### config.mk
export PLATFORM = sky130hd
export DESIGN_NAME = kitchen_responder
export DESIGN_NICKNAME = d
export VERILOG_FILES = /design/src/rtl/kitchen_responder_pkg.sv /design/src/rtl/kitchen_cmd_decode.sv /design/src/rtl/kitchen_responder.sv
export SDC_FILE = /design/constraint.sdc
export NUM_CORES = 1
export LEC_CHECK = 0
export ABC_CLOCK_PERIOD_IN_PS = 3800
export CAP_MARGIN = 10
export CORE_MARGIN = 8
export CORE_UTILIZATION = 50
export DETAILED_ROUTE_END_ITERATION = 8
export GPL_ROUTABILITY_DRIVEN = 0
export PLACE_DENSITY = 0.71
export SETUP_SLACK_MARGIN = 0.3
export SLEW_MARGIN = 0
export SYNTH_ARGS = -nofsm -noshare
export SYNTH_HDL_FRONTEND = slang
export SYNTH_SLANG_ARGS = --single-unit
export TNS_END_PERCENT = 5
### constraint.sdc
create_clock -name clk -period 3.8 [get_ports clk]
set_input_delay 1.14 -clock clk [delete_from_list [all_inputs] [get_ports clk]]
set_output_delay 1.14 -clock clk [all_outputs]
set_load 0.02 [all_outputs]
### src/rtl/kitchen_responder_pkg.sv
// rtl/kitchen_responder_pkg.sv - command codes, target ids and status bit layout for the kitchen responder
package kitchen_responder_pkg;

    localparam logic [1:0] CH_GAME   = 2'b01;
    localparam logic [1:0] CH_ACTION = 2'b10;
    localparam logic [1:0] CH_TARGET = 2'b11;

    localparam logic [7:0] CMD_NONACT  = 8'h00;
    localparam logic [7:0] CMD_START   = 8'h05;
    localparam logic [7:0] CMD_ENDGAME = 8'h09;

    localparam logic [4:0] ACT_GET      = 5'b00001;
    localparam logic [4:0] ACT_PUT      = 5'b00010;
    localparam logic [4:0] ACT_INTERACT = 5'b00100;
    localparam logic [4:0] ACT_MOVE     = 5'b01000;
    localparam logic [4:0] ACT_THROW    = 5'b10000;

    localparam logic [5:0] TGT_FIRST  = 6'd1;
    localparam logic [5:0] DISP_LAST  = 6'd6;
    localparam logic [5:0] MACH_FIRST = 6'd7;
    localparam logic [5:0] MACH_LAST  = 6'd19;
    localparam logic [5:0] BIN_ID     = 6'd20;

    // Per-target vectors are indexed by id; bit 0 is never a legal target.
    localparam int                ID_W           = 21;
    localparam logic [ID_W-1:0]   ID_ONE         = 21'd1;
    localparam logic [ID_W-1:0]   DISPENSER_MASK = 21'h00007e;

    localparam int OB_RUN   = 0;
    localparam int OB_ERR   = 1;
    localparam int OB_AT    = 2;
    localparam int OB_HELD  = 3;
    localparam int OB_READY = 4;
    localparam int OB_ITEM  = 5;

    localparam logic [1:0] GS_IDLE  = 2'd0;
    localparam logic [1:0] GS_RUN   = 2'd1;
    localparam logic [1:0] GS_ENDED = 2'd2;

    typedef struct packed {
        logic start;
        logic endgame;
        logic sel;
        logic get;
        logic put;
        logic interact;
        logic move;
        logic throw_item;
        logic invalid;
    } cmd_strobe_t;

    function automatic logic is_dispenser(input logic [5:0] id);
        return (id >= TGT_FIRST) && (id <= DISP_LAST);
    endfunction

    function automatic logic is_machine(input logic [5:0] id);
        return (id >= MACH_FIRST) && (id <= MACH_LAST);
    endfunction

    function automatic logic is_throwable(input logic [5:0] id);
        return (id == 6'd9) || (id == 6'd11) || (id == 6'd14) ||
               (id == 6'd17) || (id == 6'd19) || (id == BIN_ID);
    endfunction

endpackage

### src/rtl/kitchen_cmd_decode.sv
// rtl/kitchen_cmd_decode.sv - edge detect and decode of in_bits into one-shot command strobes
module kitchen_cmd_decode
    import kitchen_responder_pkg::*;
(
    input  logic        clk,
    input  logic        rst_n,
    input  logic [7:0]  in_bits,
    output cmd_strobe_t strobe,
    output logic [5:0]  id
);
    logic [7:0] prev_bits;
    logic       fire;

    always_ff @(posedge clk) begin
        if (!rst_n) prev_bits <= CMD_NONACT;
        else        prev_bits <= in_bits;
    end

    // A held command fires once; returning to nonact is never a command.
    assign fire = (in_bits != prev_bits) && (in_bits != CMD_NONACT);
    assign id   = in_bits[7:2];

    always_comb begin
        strobe = '0;
        if (fire) begin
            unique case (in_bits[1:0])
                CH_TARGET: strobe.sel = 1'b1;
                CH_ACTION: begin
                    if (in_bits[7]) begin
                        strobe.invalid = 1'b1;
                    end else begin
                        case (in_bits[6:2])
                            ACT_GET:      strobe.get        = 1'b1;
                            ACT_PUT:      strobe.put        = 1'b1;
                            ACT_INTERACT: strobe.interact   = 1'b1;
                            ACT_MOVE:     strobe.move       = 1'b1;
                            ACT_THROW:    strobe.throw_item = 1'b1;
                            default:      strobe.invalid    = 1'b1;
                        endcase
                    end
                end
                CH_GAME: begin
                    if (in_bits == CMD_START)        strobe.start   = 1'b1;
                    else if (in_bits == CMD_ENDGAME) strobe.endgame = 1'b1;
                    else                             strobe.invalid = 1'b1;
                end
                default: strobe.invalid = 1'b1;
            endcase
        end
    end

endmodule

### src/rtl/kitchen_responder.sv
// rtl/kitchen_responder.sv - responder end of the kitchen game link: position, items, machines and status
module kitchen_responder
    import kitchen_responder_pkg::*;
#(
    parameter int MOVE_CYCLES = 8,
    parameter int PROC_CYCLES = 16
) (
    input  logic       clk,
    input  logic       rst_n,
    input  logic [7:0] in_bits,
    output logic [7:0] out_bits,
    output logic [5:0] pos
);
    cmd_strobe_t     strobe;
    logic [5:0]      cmd_id;
    logic [1:0]      game_q, game_n;
    logic [5:0]      tgt_q, tgt_n, pos_n, proc_id_q, proc_id_n;
    logic            held_q, held_n, err_n, at_now, at_next, item_at;
    logic [ID_W-1:0] item_q, item_n, ready_q, ready_n, tgt_oh, tgt_n_oh;
    logic [7:0]      move_q, move_n, proc_q, proc_n, out_n;

    kitchen_cmd_decode u_decode (
        .clk     (clk),
        .rst_n   (rst_n),
        .in_bits (in_bits),
        .strobe  (strobe),
        .id      (cmd_id)
    );

    assign tgt_oh = ID_ONE << tgt_q;

    always_comb begin
        game_n    = game_q;
        pos_n     = pos;
        tgt_n     = tgt_q;
        held_n    = held_q;
        item_n    = item_q;
        ready_n   = ready_q;
        move_n    = move_q;
        proc_n    = proc_q;
        proc_id_n = proc_id_q;
        err_n     = 1'b0;
        // Timer expiry lands first so a command on the same cycle sees its result.
        if (move_q != 8'd0) begin
            move_n = move_q - 8'd1;
            if (move_q == 8'd1) pos_n = tgt_q;
        end
        if (proc_q != 8'd0) begin
            proc_n = proc_q - 8'd1;
            if (proc_q == 8'd1) ready_n = ready_n | (ID_ONE << proc_id_q);
        end
        if (game_q == GS_RUN) item_n = item_n | DISPENSER_MASK;
        at_now  = (pos_n == tgt_q) && (move_n == 8'd0);
        item_at = |(item_n & tgt_oh);

        case (game_q)
            GS_IDLE: begin
                if (strobe.start) begin
                    game_n = GS_RUN;
                    pos_n  = TGT_FIRST;
                    tgt_n  = TGT_FIRST;
                end
            end
            GS_RUN: begin
                if (strobe.endgame) game_n = GS_ENDED;
                if (strobe.invalid) err_n = 1'b1;
                if (strobe.sel) begin
                    if (cmd_id >= TGT_FIRST && cmd_id <= BIN_ID) begin
                        tgt_n  = cmd_id;
                        move_n = 8'd0;
                    end else begin
                        err_n = 1'b1;
                    end
                end
                if (strobe.move && move_n == 8'd0 && tgt_q != pos_n) move_n = 8'(MOVE_CYCLES);
                if (strobe.get) begin
                    if (at_now && !held_q && item_at) begin
                        held_n = 1'b1;
                        if (!is_dispenser(tgt_q)) begin
                            item_n  = item_n & ~tgt_oh;
                            ready_n = ready_n & ~tgt_oh;
                        end
                        if (proc_n != 8'd0 && proc_id_q == tgt_q) proc_n = 8'd0;
                    end else begin
                        err_n = 1'b1;
                    end
                end
                if (strobe.put) begin
                    if (at_now && held_q && !item_at && tgt_q != BIN_ID) begin
                        held_n  = 1'b0;
                        item_n  = item_n | tgt_oh;
                        ready_n = ready_n & ~tgt_oh;
                        if (proc_n != 8'd0 && proc_id_q == tgt_q) proc_n = 8'd0;
                    end else begin
                        err_n = 1'b1;
                    end
                end
                if (strobe.throw_item) begin
                    if (held_q && is_throwable(tgt_q)) begin
                        held_n = 1'b0;
                        if (tgt_q != BIN_ID) item_n = item_n | tgt_oh;
                    end else begin
                        err_n = 1'b1;
                    end
                end
                if (strobe.interact) begin
                    if (at_now && is_machine(tgt_q) && item_at && proc_n == 8'd0) begin
                        proc_n    = 8'(PROC_CYCLES);
                        proc_id_n = tgt_q;
                    end else begin
                        err_n = 1'b1;
                    end
                end
            end
            default: ;
        endcase
    end

    // Status is built from next state so a command shows up one cycle after it is sampled.
    assign tgt_n_oh = ID_ONE << tgt_n;
    assign at_next  = (game_n != GS_IDLE) && (pos_n == tgt_n) && (move_n == 8'd0);

    always_comb begin
        out_n           = '0;
        out_n[OB_RUN]   = (game_n == GS_RUN);
        out_n[OB_ERR]   = err_n;
        out_n[OB_AT]    = at_next;
        out_n[OB_HELD]  = held_n;
        out_n[OB_READY] = |(ready_n & tgt_n_oh);
        out_n[OB_ITEM]  = |(item_n & tgt_n_oh);
    end

    always_ff @(posedge clk) begin
        if (!rst_n) begin
            game_q    <= GS_IDLE;
            pos       <= '0;
            tgt_q     <= '0;
            held_q    <= 1'b0;
            item_q    <= '0;
            ready_q   <= '0;
            move_q    <= '0;
            proc_q    <= '0;
            proc_id_q <= '0;
            out_bits  <= '0;
        end else begin
            game_q    <= game_n;
            pos       <= pos_n;
            tgt_q     <= tgt_n;
            held_q    <= held_n;
            item_q    <= item_n;
            ready_q   <= ready_n;
            move_q    <= move_n;
            proc_q    <= proc_n;
            proc_id_q <= proc_id_n;
            out_bits  <= out_n;
        end
    end

endmodule
==> metrics.txt <==
outcome=completed; initial detailed-routing violation count=930; Post-synth EDFFs=0; CTS Buf Count=9; antenna violations before repair=0; crit path capture type=flop; Arr. time, crit path=3.68 ns; synthesis-stage register bit count=roughly 90; slowest cell on the critical path=dfxtp_1; final setup skew=0.00901 ns; post-synthesis cell type count=88; Final WS setup=0.318 ns; Worst Hold Class=flop to flop; r2r setup slk=~0.32 ns; max cap viols=0; GRT overflow=0; Sink Count=92; Mapped Cells=roughly 750; first-pass GRT wire length=roughly 31 mm; pre-CTS setup slack=-0.456 ns; Post-Route WL=19.9 mm; CP startpoint=tgt_q[5]; Worst VDD drop=around 0.00040 V; Final Power=2.95 mW; Port Buffers=21; crit path buf inv count=1; sequential share of the synthesized area=31.1%; core footprint=0.0115 mm2; Worst-Margin Slew=0.720 ns; H-tree depth=3; vias in the first global route=6102; Worst Setup Start Kind=flop; HPWL Detailed=14.3 mm; FF-to-FF Start=tgt_q[5]; Static Leak=3.01 nW; Top delay family on crit path=simple AND/OR/NAND/NOR gates; min-delay src=ready_q[1]; Residual DRC=0; count of final hold-check violations=0; Post-CTS Hold Fix Bufs=0; Die H=125 um; DR pass1 iterations=6; commonest non-fill, non-tap cell in the layout=buf_4; Row Count=39; GR Util All Layers=between 20% and 30%; max incr delay on CP=between 0.6 and 0.7 ns; clk_lat worst skew=0.36 ns; Final Cycle Share=between 90% and 100%; P&R area growth vs syn=30.5%; Final ANT Viol Nets=0; largest net degree at the start of global routing=39; Final setup viols=0; Max-slew headroom=51.6%; Mapped Avg Cell Area=~8 um2; CTS max path bufs=2; die width=125 um; TritonCTS clock tree=yes; Pwr per Cell Area=382 mW/mm2; Vias=6550; post-layout net count=886; hold slack=0.464 ns; Final Critical Period=between 3 and 4 ns; CP Class=flop to flop; Die ar.=between 0.015 and 0.02 mm2; DR vias/cell=6.44; Boundary Pins=24; RSZ-0062 raised after global routing=yes; Initial Util=51.6%; most frequent cells in the layout=buf_4 (130), nor2_1 (116), dfxtp_1 (89); Root Buffer=clkbuf_16; Synth async-reset ratio=0%; WL/cell=19.6 um; WP data required=3.99 ns; Synth Warn #=0; maximum clock rate=about 290 MHz; Worst-path clk slew=0.07 ns; Crit Path Max Fanout=11; worst-path cell chain=nor2_1 > nand4_1 > o21ai_1 > nor4_4 > and2_1 > a21oi_4 > buf_4 > o31ai_4 > o32ai_2 > nor4b_1 > a41oi_1; share of cells above drive strength 1=29.1%; max-slew violation count=0; ANT cells=0; mapped cell area=0.00592 mm2; Most used DFF post-synth=dfxtp_1
[state kept, by name, indices dropped and copies added (netlist names)]
signal and flops:
game_q 2, item_q 21, move_q 8, out_bits 6, pos 6, proc_id_q 6, proc_q 8, ready_q 21
tgt_q 6, u_decode.prev_bits 8
[synth_stat cells (all sizes together), types with 19 or more instances]
master | instances | area (um2)
a21oi | 47 | 243
and2 | 19 | 119
buf | 29 | 190
dfxtp | 92 | 1840
inv | 19 | 71.3
mux2i | 20 | 200
nand2 | 58 | 218
nand3 | 23 | 115
nor2 | 120 | 453
nor3 | 29 | 160
o21ai | 27 | 146
xnor2 | 20 | 175
[cell families after synthesis]
family                     share of synthesized area (%)
AOI/OAI and AO/OA                                   23.8
buffers and inverters                               5.50
and+or+nand+nor                                     29.7
other                                             0.0634
DFF                                                 31.1
muxes                                               3.57
xor gates and xnor gates                            5.18
adders and majority gates                           1.06
[power breakdown]
group / internal, mW / switching, mW / total, mW
clock network: 0.453 / 0.375 / 0.828
registers: 1.04 / 0.104 / 1.14
logic: 0.397 / 0.584 / 0.981
[per-layer routing]
metal	wire length (um)	global-route usage, %
met1	8100	31.6
met2	9070	37.3
met3	1930	4.64
met4	829	14.5
met5	0	0
[area by class of cell]
| type | instances | area [um2] |
|---|---|---|
| clock inverter | 2 | 12.5 |
| inverter | 19 | 71.3 |
| tap | 143 | 179 |
| timing repair buffer | 157 | 1210 |
| clock buffer | 12 | 246 |
| multi-input combinational | 592 | 4160 |
| fill | 901 | 3740 |
| sequential | 92 | 1850 |
[tightest hold or removal path: stages, from the launching register on]
cell and delay [ns]:
dfxtp_1 0.31, a21oi_1 0.05, nor2_1 0.07
[worst paths after layout]
kind                 end  cells after the start
max          out_bits[4]                     11
min           ready_q[1]                      2
max reg2reg  out_bits[4]                     11
min reg2reg   ready_q[1]                      2
[through the flow]
stage               instance area (um2)  utilization [%]  cells  setup TNS, ns
floorplan                          5920                -    749              0
global placement                   6980             60.9    990          -3.05
detailed placement                 6980             60.9    990          -3.95
CTS                                7420             64.7   1009              0
global route                       7720             67.4   1017              0
finish                             7720             67.4   1017              0
[repair_timing]
action | 4_1_cts | 5_1_grt
gates resized for setup | 43 | 69
endpoints found under the hold margin | 0 | 0
pin swaps | 15 | 30
endpoints found under the setup margin | 20 | 16
setup buffers | 5 | 8
No activity file was read; power rests on OpenSTA's default activity.
